===== src/rtl/fir_sample_feeder.sv =====
// fir_sample_feeder
//   Buffers signed samples from a valid/ready source in a small circular FIFO
//   and issues them one at a time to a 16-tap FIR that has no backpressure.
//   Each issue is a registered data word on fir_in plus a one-cycle pulse on
//   fir_input_ready. Consecutive pulses are at least GAP cycles apart, so the
//   FIR (busy 19 cycles per sample) never sees a sample mid-computation.
//
// Ports
//   ck               clock, all logic on the rising edge
//   rst              synchronous reset, active-high
//   s_data           signed source sample
//   s_valid          source sample valid
//   s_ready          FIFO not full; a push happens when s_valid && s_ready
//   run              issue enable; low blocks new issues (never cancels one)
//   fir_in           registered sample to the FIR, held between issues
//   fir_input_ready  registered one-cycle issue pulse
//   level            registered FIFO occupancy, 0..DEPTH
//   dbg_state_o      issue FSM state (0 = IDLE, 1 = HOLD)
//
// Handshake: the source may change s_data/s_valid freely; a sample is taken
// on a rising edge where s_valid && s_ready and rst is low. s_ready depends
// only on registered pointers, never on s_valid or on a same-cycle pop.

module fir_sample_feeder #(
   parameter int WIDTH = 16,
   parameter int DEPTH = 8,
   parameter int GAP   = 20
) (
   input  logic                       ck,
   input  logic                       rst,
   input  logic signed [WIDTH-1:0]    s_data,
   input  logic                       s_valid,
   output logic                       s_ready,
   input  logic                       run,
   output logic signed [WIDTH-1:0]    fir_in,
   output logic                       fir_input_ready,
   output logic [$clog2(DEPTH):0]     level,
   output logic                       dbg_state_o
);

   localparam int AW = $clog2(DEPTH);   // address bits
   localparam int PW = AW + 1;          // pointer bits, MSB is the lap bit
   localparam int CW = $clog2(GAP);     // holds GAP-1

   typedef enum logic {IDLE = 1'b0, HOLD = 1'b1} state_t;

   state_t                   state_q, state_d;
   logic [CW-1:0]            cnt_q, cnt_d;
   logic [PW-1:0]            wptr_q, wptr_d;
   logic [PW-1:0]            rptr_q, rptr_d;
   logic [PW-1:0]            level_q, level_d;
   logic signed [WIDTH-1:0]  fir_in_q, fir_in_d;
   logic                     pulse_q, pulse_d;
   logic [WIDTH-1:0]         mem_q [DEPTH];

   logic full, empty, push, pop;

   // Same address on different laps means the writer is a full lap ahead.
   assign full  = (wptr_q[AW] != rptr_q[AW]) && (wptr_q[AW-1:0] == rptr_q[AW-1:0]);
   assign empty = (wptr_q == rptr_q);
   assign push  = s_valid && !full;

   assign s_ready         = !full;
   assign fir_in          = fir_in_q;
   assign fir_input_ready = pulse_q;
   assign level           = level_q;
   assign dbg_state_o     = state_q;

   always_comb begin
      state_d  = state_q;
      cnt_d    = cnt_q;
      fir_in_d = fir_in_q;
      pulse_d  = 1'b0;
      pop      = 1'b0;
      case (state_q)
         IDLE: begin
            if (run && !empty) begin
               pop      = 1'b1;
               fir_in_d = mem_q[rptr_q[AW-1:0]];
               pulse_d  = 1'b1;
               cnt_d    = CW'(GAP - 1);
               state_d  = HOLD;
            end
         end
         HOLD: begin
            // GAP-1 HOLD edges follow the issue edge, so the next issue edge
            // lands exactly GAP edges after this one.
            cnt_d = cnt_q - 1'b1;
            if (cnt_q <= CW'(1)) begin
               cnt_d   = '0;
               state_d = IDLE;
            end
         end
         default: state_d = IDLE;
      endcase
      wptr_d  = wptr_q + PW'(push);
      rptr_d  = rptr_q + PW'(pop);
      level_d = level_q + PW'(push) - PW'(pop);
   end

   always_ff @(posedge ck) begin
      if (rst) begin
         state_q  <= IDLE;
         cnt_q    <= '0;
         wptr_q   <= '0;
         rptr_q   <= '0;
         level_q  <= '0;
         fir_in_q <= '0;
         pulse_q  <= 1'b0;
      end else begin
         state_q  <= state_d;
         cnt_q    <= cnt_d;
         wptr_q   <= wptr_d;
         rptr_q   <= rptr_d;
         level_q  <= level_d;
         fir_in_q <= fir_in_d;
         pulse_q  <= pulse_d;
      end
   end

   // Storage needs no reset; pointers define what is valid.
   always_ff @(posedge ck) begin
      if (!rst && push) begin
         mem_q[wptr_q[AW-1:0]] <= s_data;
      end
   end

   // Parameter sanity: the FIR needs 19 busy cycles, and the pointer scheme
   // needs a power-of-two depth.
   always_ff @(posedge ck) begin
      if (!rst) begin
         assert (GAP >= 19 && DEPTH >= 2 && (DEPTH & (DEPTH - 1)) == 0);
      end
   end

endmodule

===== config.mk =====
export PLATFORM = sky130hd
export DESIGN_NAME = fir_sample_feeder
export DESIGN_NICKNAME = d
export VERILOG_FILES = /design/src/rtl/fir_sample_feeder.sv
export SDC_FILE = /design/constraint.sdc
export NUM_CORES = 1
export LEC_CHECK = 0
export BUFFER_PORTS_ARGS = -buffer_cell sky130_fd_sc_hd__buf_4
export CAP_MARGIN = 10
export CORE_UTILIZATION = 64
export CTS_BUF_LIST = sky130_fd_sc_hd__clkbuf_16
export CTS_CLUSTER_DIAMETER = 150
export CTS_CLUSTER_SIZE = 10
export DETAILED_ROUTE_END_ITERATION = 7
export PLACE_DENSITY = 0.89
export SYNTH_ARGS = -nofsm -noshare
export SYNTH_HDL_FRONTEND = slang
export SYNTH_SLANG_ARGS = --single-unit

===== constraint.sdc =====
create_clock -name ck -period 5.5 [get_ports ck]
set_input_delay 0.275 -clock ck [delete_from_list [all_inputs] [get_ports ck]]
set_output_delay 0.275 -clock ck [all_outputs]
set_load 0.02 [all_outputs]

## Yosys cells after proc, flatten, opt, wreduce, memory -nomap -nowiden

Memory sizes are Yosys's and may differ from the RTL's. A register that Yosys moved wholly into a read port is not among the register bits.
Index checks and enable logic that the tools add are counted.

- Memory bits (writable): 128
- Bits of input ports: 20
- Memories: 1
- Register bits: 19
- Output and inout port bits: 23
- Logic and storage cells: 35

- Bitwise operators: 1
- Eq/ne operators: 4
- Add/subtract/negate cells: 5
- Muxes and demuxes: 9
- Order comparisons: 1
- Reductions and logical operators: 8

Memory list:

| memory | depth | bits a word | read ports | clocked after memory_dff | wr ports | line | RTL |
|---|---|---|---|---|---|---|---|
| mem_q | 8 | 16 | 1 | 1 | 1 | 54 | `logic [WIDTH-1:0] mem_q [DEPTH];` |

Operators with widths:

| cell | count |
|---|---|
| $add A4 B1 Y4 | 3 |
| $mux W5 | 2 |
| $pmux W5 S2 | 1 |
| $le A5 B1 Y1 const B | 1 |
| $mux W1 | 5 |
| $sub A5 B1 Y5 const B | 1 |
| $eq A4 B4 Y1 | 1 |
| $logic_and A1 B1 Y1 | 4 |
| $sub A4 B1 Y4 | 1 |
| $eq A3 B3 Y1 | 1 |
| $logic_not A1 Y1 | 3 |
| $ne A2 B2 Y1 const B | 1 |
| $pmux W1 S2 | 1 |
| $reduce_and A2 Y1 | 1 |
| $ne A1 B1 Y1 | 1 |
| $not A1 Y1 | 1 |

## Depth between registers and ports, before layout

Gate-level depths: netlist of run 1.

- Depth after elaboration: 7
- Depth in mapped cells: 12
- Mapped depth without buffers: 11

## Worst setup path after synthesis of run 1

No wires, ideal clock.

- Path type: register -> register
- Start point: reg rptr_q[1]
- End point: mem mem_q[5][0], enable pin
- Period minus slack after synthesis: 3.100 ns
- Arrival time: 2.670 ns
- Required time: 5.070 ns
- Path slack: 2.400 ns
- Library setup time: 0.430 ns
- Path buffers: 1
- Cell stages (with the launch flop): 6
- Path through: dfxtp_1 buf_4 xor2_1 o41a_2 inv_1 nor4_1

- Cells in the longest elaborated chain, start to end: 7

RTL lines:

| what | line | RTL |
|---|---|---|
| from (decl) | 50 | `logic [PW-1:0] rptr_q, rptr_d;` |
| from (signal assigned) | 114 | `rptr_q <= rptr_d;` |
| $eq A3 B3 Y1 | 59 | `assign full = (wptr_q[AW] != rptr_q[AW]) && (wptr_q[AW-1:0] == rptr_q[AW-1:0]);` |
| $logic_and A1 B1 Y1 | 59 |  |
| $logic_not A1 Y1 | 61 | `assign push = s_valid && !full;` |
| $logic_and A1 B1 Y1 | 61 |  |
| $logic_and A1 B1 Y1 | 123 | `if (!rst && push) begin` |
| $mux W1 | 123 |  |
| $mux W1 (implied by the code) | 124 | `mem_q[wptr_q[AW-1:0]] <= s_data;` |
| to (decl) | 54 |  |

No other way between the ends.

## Worst setup path after layout of run 1

- Start point: reg rptr_q[2]
- End point: reg level_q[2], in the netlist level[2]

- Cells in the longest elaborated chain, start to end: 6
- Elaborated cells on any way between the ends: 11
- Those cells by class: add/sub: 2; eq/ne: 2; mux: 2; reduce/logical: 5

RTL lines:

| what | line | RTL |
|---|---|---|
| $eq A4 B4 Y1 | 60 | `assign empty = (wptr_q == rptr_q);` |
| $logic_not A1 Y1 | 77 | `if (run && !empty) begin` |
| $logic_and A1 B1 Y1 | 77 |  |
| $mux W1 | 77 |  |
| $mux W1 | -- |  |
| net pop | 56 | `logic full, empty, push, pop;` |
| $sub A4 B1 Y4 | 98 | `level_d = level_q + PW'(push) - PW'(pop);` |
| to (signal assigned) | 115 | `level_q <= level_d;` |
| to (decl) | 51 | `logic [PW-1:0] level_q, level_d;` |

The timed path passes the listed nets, and every way through them passes these cells.
A chain may end at the register's enable or synchronous reset.

==> reports/qor.yml, run 1 <==
outcome: "complete, no violations"
cts.clk_slew.worst_paths_ns: 0.07
p_leak_nw: 2.523
whs_path_depth: 1
grt_max_degree: 36
ys_seq_area_share_pct: 71.61
hold_viol: 0
ff2ff_path_depth: 12
fin_util_pct: 78.31
ys_seq_elements: 163
top_usage_layer: "met2"
cts_inserted_buffers: 17
hold_buffers: 0
wire_per_inst_um: 22.03
synth.avg_cell_area_um2: 19.00
ir_drop_mv: 0.3346
cpMostUsedCell: "inv_1"
area_growth_pct: 16.19
fin_crit_sh_pct: 54.97
required_ns: 5.82
die_x_um: 101.6
core-area_um2: 9415
cts_setup_buffers: 0
yosysWarnings: 0
postRouteAntennaNets: 0
crit_path_top_delay_cell: "o41ai_4"
cts_max_level: 4
final_cell_mix: "128 x edfxtp_1, 51 x buf_4, 34 x dfxtp_1"
die_height_um: 101.6
cts_tree: "built"
pre_cts_slack_ns: 2.481
setup_violations: 0
fin_cells: 528
synthArstFlopShare_pct: 0
layout.nets: 417
met2_usage_pct: 40.75
endpoint_kind: "register"
syn_inst: 334
synth_edf_count: 128
setup_slack_ns: 2.477
final_common_cell: "edfxtp_1"
grtUsageMet3_pct: 7.177
skew_ns: 0.01582
fmax_ghz: 0.3308
crit_type: "reg2reg"
clk_latency_ns: 0.44
synthFlopType: "edfxtp_1"
die_area_um2: 10320
route.vias.total: 3208
vias_per_cell: 6.076
postRouteWirelength_mm: 11.63
grt_pass1_vias: 3323
place_congestion: 0.8072
powerDensity_nw_per_um2: 417.7
num_rows: 35
cap_viol_max_count: 0
start_util_pct: 67.40
firstDrtPassIters: 4
drive_gt1_share_pct: 31.33
syn-num-nets: 365
diodes: 0
rsz0062_at_grt: "false"
antenna_found_initial: 0
critPathMaxFanout: 35
relSlewSlack_pct: 33.57
arrival_ns: 3.34
start_kind: "register"
grt_pass1_wl_mm: 17.92
port_buffers: 42
yosysUniqueCellTypes: 39
place_hpwl_mm: 6.662
cts.sinks: 163
post-route-drc-count: 0
clk_path_buf_depth: 2
place_inst: 496
grt_util_met1_pct: 32.27
hp-class: "in2reg"
grt_usage_pct: 25.67
grt_remaining_overflow: 0
path_cells: "buf_4 -> xor2_1 -> o41ai_4 -> or2_2 -> inv_1 -> ha_1 -> inv_1 -> ha_1 -> inv_1 -> fa_1 -> xor2_1 -> nor2_1"
synth_area_um2: 6346
worst_pin_slew_ns: 0.9964
period_minus_slack_ns: 3.023
post_cts_resized: 0
root_buffer: "clkbuf_16"
slowest_delay_ns: 0.54
slew_violations: 0
top_level_ports: 43
setup_tns_ns: 0
drt_iter0_drc: 143
[layout make-up]
cell class | count | area (um2)
flip-flops and latches | 163 | 4546
clock buffers | 17 | 425.4
repair buffers | 51 | 382.9
multi-input cells | 143 | 1663
fillers | 509 | 2042
inverters | 10 | 37.54
well taps | 129 | 161.4
clock inverters | 15 | 157.7
[layer usage]
metal	share of wire, %	vias up
li1	-	1433
met1	40	1640
met2	51	111
met3	5.8	24
met4	2.6	0
met5	0	-
[cell families (layout without fill, tap and decap cells)]
logic type | after synthesis | after routing | synth area share (%)
AOI/OAI and AO/OA | 33 | 33 | 4.633
xor gates and xnor gates | 12 | 12 | 1.656
and+or+nand+nor | 39 | 39 | 3.332
buffers and inverters | 28 | 93 | 2.602
muxes | 48 | 48 | 13.88
DFF | 163 | 163 | 71.61
adders and majority gates | 11 | 11 | 2.287
[metrics by stage]
stage               hold WS (ns)  power, mW  cell area [um2]
detailed placement        0.4530      1.944             6790
global route             0.06663      3.187             7373
finish                   0.06651      3.080             7373
floorplan                 0.3739      1.810             6346
CTS                      0.05388      3.099             7373
global placement          0.4479      1.921             6790
[synth_stat cells, types with 5 or more instances]
| master | count | area share, % |
|---|---|---|
| edfxtp_1 | 128 | 61 |
| dfxtp_1 | 35 | 11 |
| mux4_2 | 32 | 11 |
| o2bb2ai_1 | 17 | 2.3 |
| mux2i_1 | 16 | 2.5 |
| nor2_1 | 11 | 0.65 |
| ha_1 | 10 | 2.0 |
| inv_1 | 10 | 0.59 |
| xor2_1 | 8 | 1.1 |
| nor2b_1 | 6 | 0.59 |
| clkbuf_1 | 5 | 0.30 |
| nand2_1 | 5 | 0.30 |
[final timing paths]
path / from / endpoint / slack (ns)
worst min-delay path: s_data[15] / mem_q[3][15] / 0.07
worst min register to register: fir_in[10] / fir_in[10] / 0.47
worst max register to register: rptr_q[2] / level[2] / 2.48
worst max-delay path: rptr_q[2] / level[2] / 2.48
[sequential cells by signal, summed over array words and instances, names as in the netlist]
signal           flops
cnt_q                5
dbg_state_o          1
fir_in              16
fir_input_ready      1
level                4
mem_q              128
rptr_q               4
wptr_q               4
[power by group]
group | total, mW | leakage, nW | switching [mW] | internal (mW)
Combinational | 0.475 | 0.802 | 0.245 | 0.230
Clock | 1.16 | 0.279 | 0.492 | 0.672
Sequential | 1.44 | 1.44 | 0.0492 | 1.39
Total | 3.08 | 2.52 | 0.786 | 2.29
[worst max-delay path: cells and delay by family (launching register included)]
family                   cells  cell delay [ns]
adder cells (fa/ha/maj)      3             0.80
buffers and inverters        4             0.59
AO/OA/AOI/OAI                1             0.54
XOR/XNOR                     2             0.39
flip-flops                   1             0.32
AND/OR/NAND/NOR              2             0.26
No activity file was read; power rests on OpenSTA's default activity.
==> inputs of run 2 (changes only) <==
Settings changed: ABC_AREA set to 1, CORE_UTILIZATION 64 to 54, PLACE_DENSITY 0.89 to 0.8.
Clock period 5.5 ns to 2.6 ns, I/O delays scaled along.
==> reports/qor.yml, run 2 <==
drt_iter0_drc: 638
m1WireLength_mm: 5.908
report.power.total_mw: 6.571
ys_seq_elements: 163
postRouteWirelength_mm: 14.47
route.vias.total: 4771
wl_met2_mm: 7.020
arrival_ns: 2.71
p_leak_nw: 3.276
critPathMaxFanout: 7
synth.area.top_cells: "edfxtp_1 57%, nand2_1 11%, dfxtp_1 10%"
crit_type: "reg2reg"
num_rows: 40
nFillCells: 835
p_comb_share_pct: 19.0
worst_pin_slew_ns: 0.6874
cts_max_level: 4
yosysWarnings: 0
cap_viol_max_count: 0
endpoint_kind: "register"
pre_cts_slack_ns: 0.3089
firstDrtPassIters: 5
die_height_um: 113.7
hold_buffers: 17
synth.avg_cell_area_um2: 10.44
crit_path_top_delay_cell: "dfxtp_1"
setup_slack_ns: 0.1958
slew_violations: 0
yosysTopAreaCell: "edfxtp_1"
port_buffers: 42
seq_power_share_pct: 45.9
grt_pass1_vias: 4638
p_sw_share_pct: 27.73
required_ns: 2.90
largest_reg_flops: 128
postRouteAntennaNets: 0
slowest_delay_ns: 0.46
grt_max_degree: 65
top_level_ports: 43
final_common_cell: "nand2_1"
die_area_um2: 12920
grt_usage_pct: 24.25
vias_per_cell: 5.307
synth_area_um2: 6731
hp-class: "in2reg"
setup_tns_ns: 0
synth_common_cells: "203 x nand2_1, 128 x edfxtp_1, 114 x nand3_1"
powerDensity_nw_per_um2: 820.2
start_util_pct: 55.81
setup_violations: 0
hold_viol: 0
routed.top_layer: "met4"
path_cells: "inv_1 -> nand2_1 -> nand2_1 -> nor2_2 -> nand2_2 -> nand3_4 -> inv_1 -> ha_1 -> inv_1 -> ha_1 -> inv_1 -> fa_1 -> xor2_1 -> nor2_1"
fmax_ghz: 0.4159
post-route-drc-count: 0
ir_drop_mv: 0.3775
core-area_um2: 12060
internal_power_mw: 4.749
clockPowerShare_pct: 35.1
outcome: "complete, no violations"
place_hpwl_mm: 8.549
rsz0062_at_grt: "false"
fin_crit_sh_pct: 92.47
place_area_um2: 7281
diodes: 0
path_buf_inv: 4
p_sw_mw: 1.822
wl_met3_mm: 1.243
yosysMostFrequentCell: "nand2_1"
wire_per_inst_um: 16.09
synthFlopType: "edfxtp_1"
synth_top_area_share_pct: 57.10
cpMostUsedCell: "inv_1"
r2r_slack_ns: 0.20
cts.clk_slew.worst_paths_ns: 0.06
cts.sinks: 163
start_kind: "register"
place_congestion: 0.8651
period_minus_slack_ns: 2.404
antenna_found_initial: 0
post_cts_resized: 0
syn-num-nets: 676
layout.nets: 749
synth_edf_count: 128
die_x_um: 113.7
ys_seq_area_share_pct: 67.51
skew_ns: 0.007528
syn_inst: 645
cts_inserted_buffers: 17
area_growth_pct: 19.01
yosysUniqueCellTypes: 22
clk_latency_ns: 0.41
cts_setup_buffers: 0
relSlewSlack_pct: 54.18
synthArstFlopShare_pct: 0
grt_remaining_overflow: 0
root_buffer: "clkbuf_16"
cp_top_family: "adder cells"
final_cell_mix: "203 x nand2_1, 128 x edfxtp_1, 114 x nand3_1"
drive_gt1_share_pct: 13.95
grt_pass1_wl_mm: 23.42
fin_area_um2: 8011
clk_path_buf_depth: 2
cts_tree: "built"
## run 2: worst paths after layout
check,startpoint,to,depth (start not counted)
worst max-delay path,wptr_q[0],level[2],14
worst min-delay path,run,cnt_q[2],4
worst max register to register,wptr_q[0],level[2],14
worst min register to register,cnt_q[3],cnt_q[3],2
## run 2: layout make-up
| cell class | count | area, um2 | share of cell area, % |
|---|---|---|---|
| clock buffers | 20 | 500.5 | 6.247 |
| clock inverters | 12 | 60.06 | 0.7496 |
| multi-input cells | 405 | 1842 | 22.99 |
| repair buffers | 85 | 680.7 | 8.496 |
| flip-flops and latches | 163 | 4546 | 56.74 |
| well taps | 168 | 210.2 | 2.624 |
| inverters | 46 | 172.7 | 2.155 |
## run 2: through the flow
stage               hold WS [ns]  utilization, %  cells
finish                   0.08984           66.42    899
global route              0.1027           66.42    899
CTS                      0.07169           66.42    899
detailed placement        0.3629           60.36    850
global placement          0.3594           60.36    850
floorplan                 0.1991               -    645
## run 2: power groups by stage
| stage | sequential, mW | combinational, mW | clock (mW) |
|---|---|---|---|
| floorplan | 3.15 | 0.761 | 0 |
| global placement | 3.07 | 1.16 | 0 |
| detailed placement | 3.07 | 1.20 | 0 |
| CTS | 3.02 | 1.24 | 2.32 |
| global route | 3.03 | 1.41 | 2.43 |
| finish | 3.02 | 1.25 | 2.30 |
## run 2: kinds of logic (layout without fill, tap and decap cells)
| kind of cell | after synthesis | count (layout) | share of synthesized area (%) |
|---|---|---|---|
| flip-flops | 163 | 163 | 67.51 |
| AO/OA/AOI/OAI | 13 | 13 | 0.9665 |
| AND/OR/NAND/NOR | 374 | 374 | 23.33 |
| buffers and inverters | 77 | 163 | 5.130 |
| adder cells (fa/ha/maj) | 11 | 11 | 2.156 |
| XOR/XNOR | 7 | 7 | 0.9108 |
## run 2: metal layers
metal | vias to the layer above | GRT usage, %
li1 | 2297 | -
met1 | 2214 | 32.32
met2 | 238 | 38.46
met3 | 22 | 5.473
met4 | 0 | 10.53
met5 | - | 0
## run 2: worst min-delay path, stage by stage
cell and delay (ns):
buf_4 0.10, nand2_1 0.08, nand3_1 0.07, a21oi_1 0.06
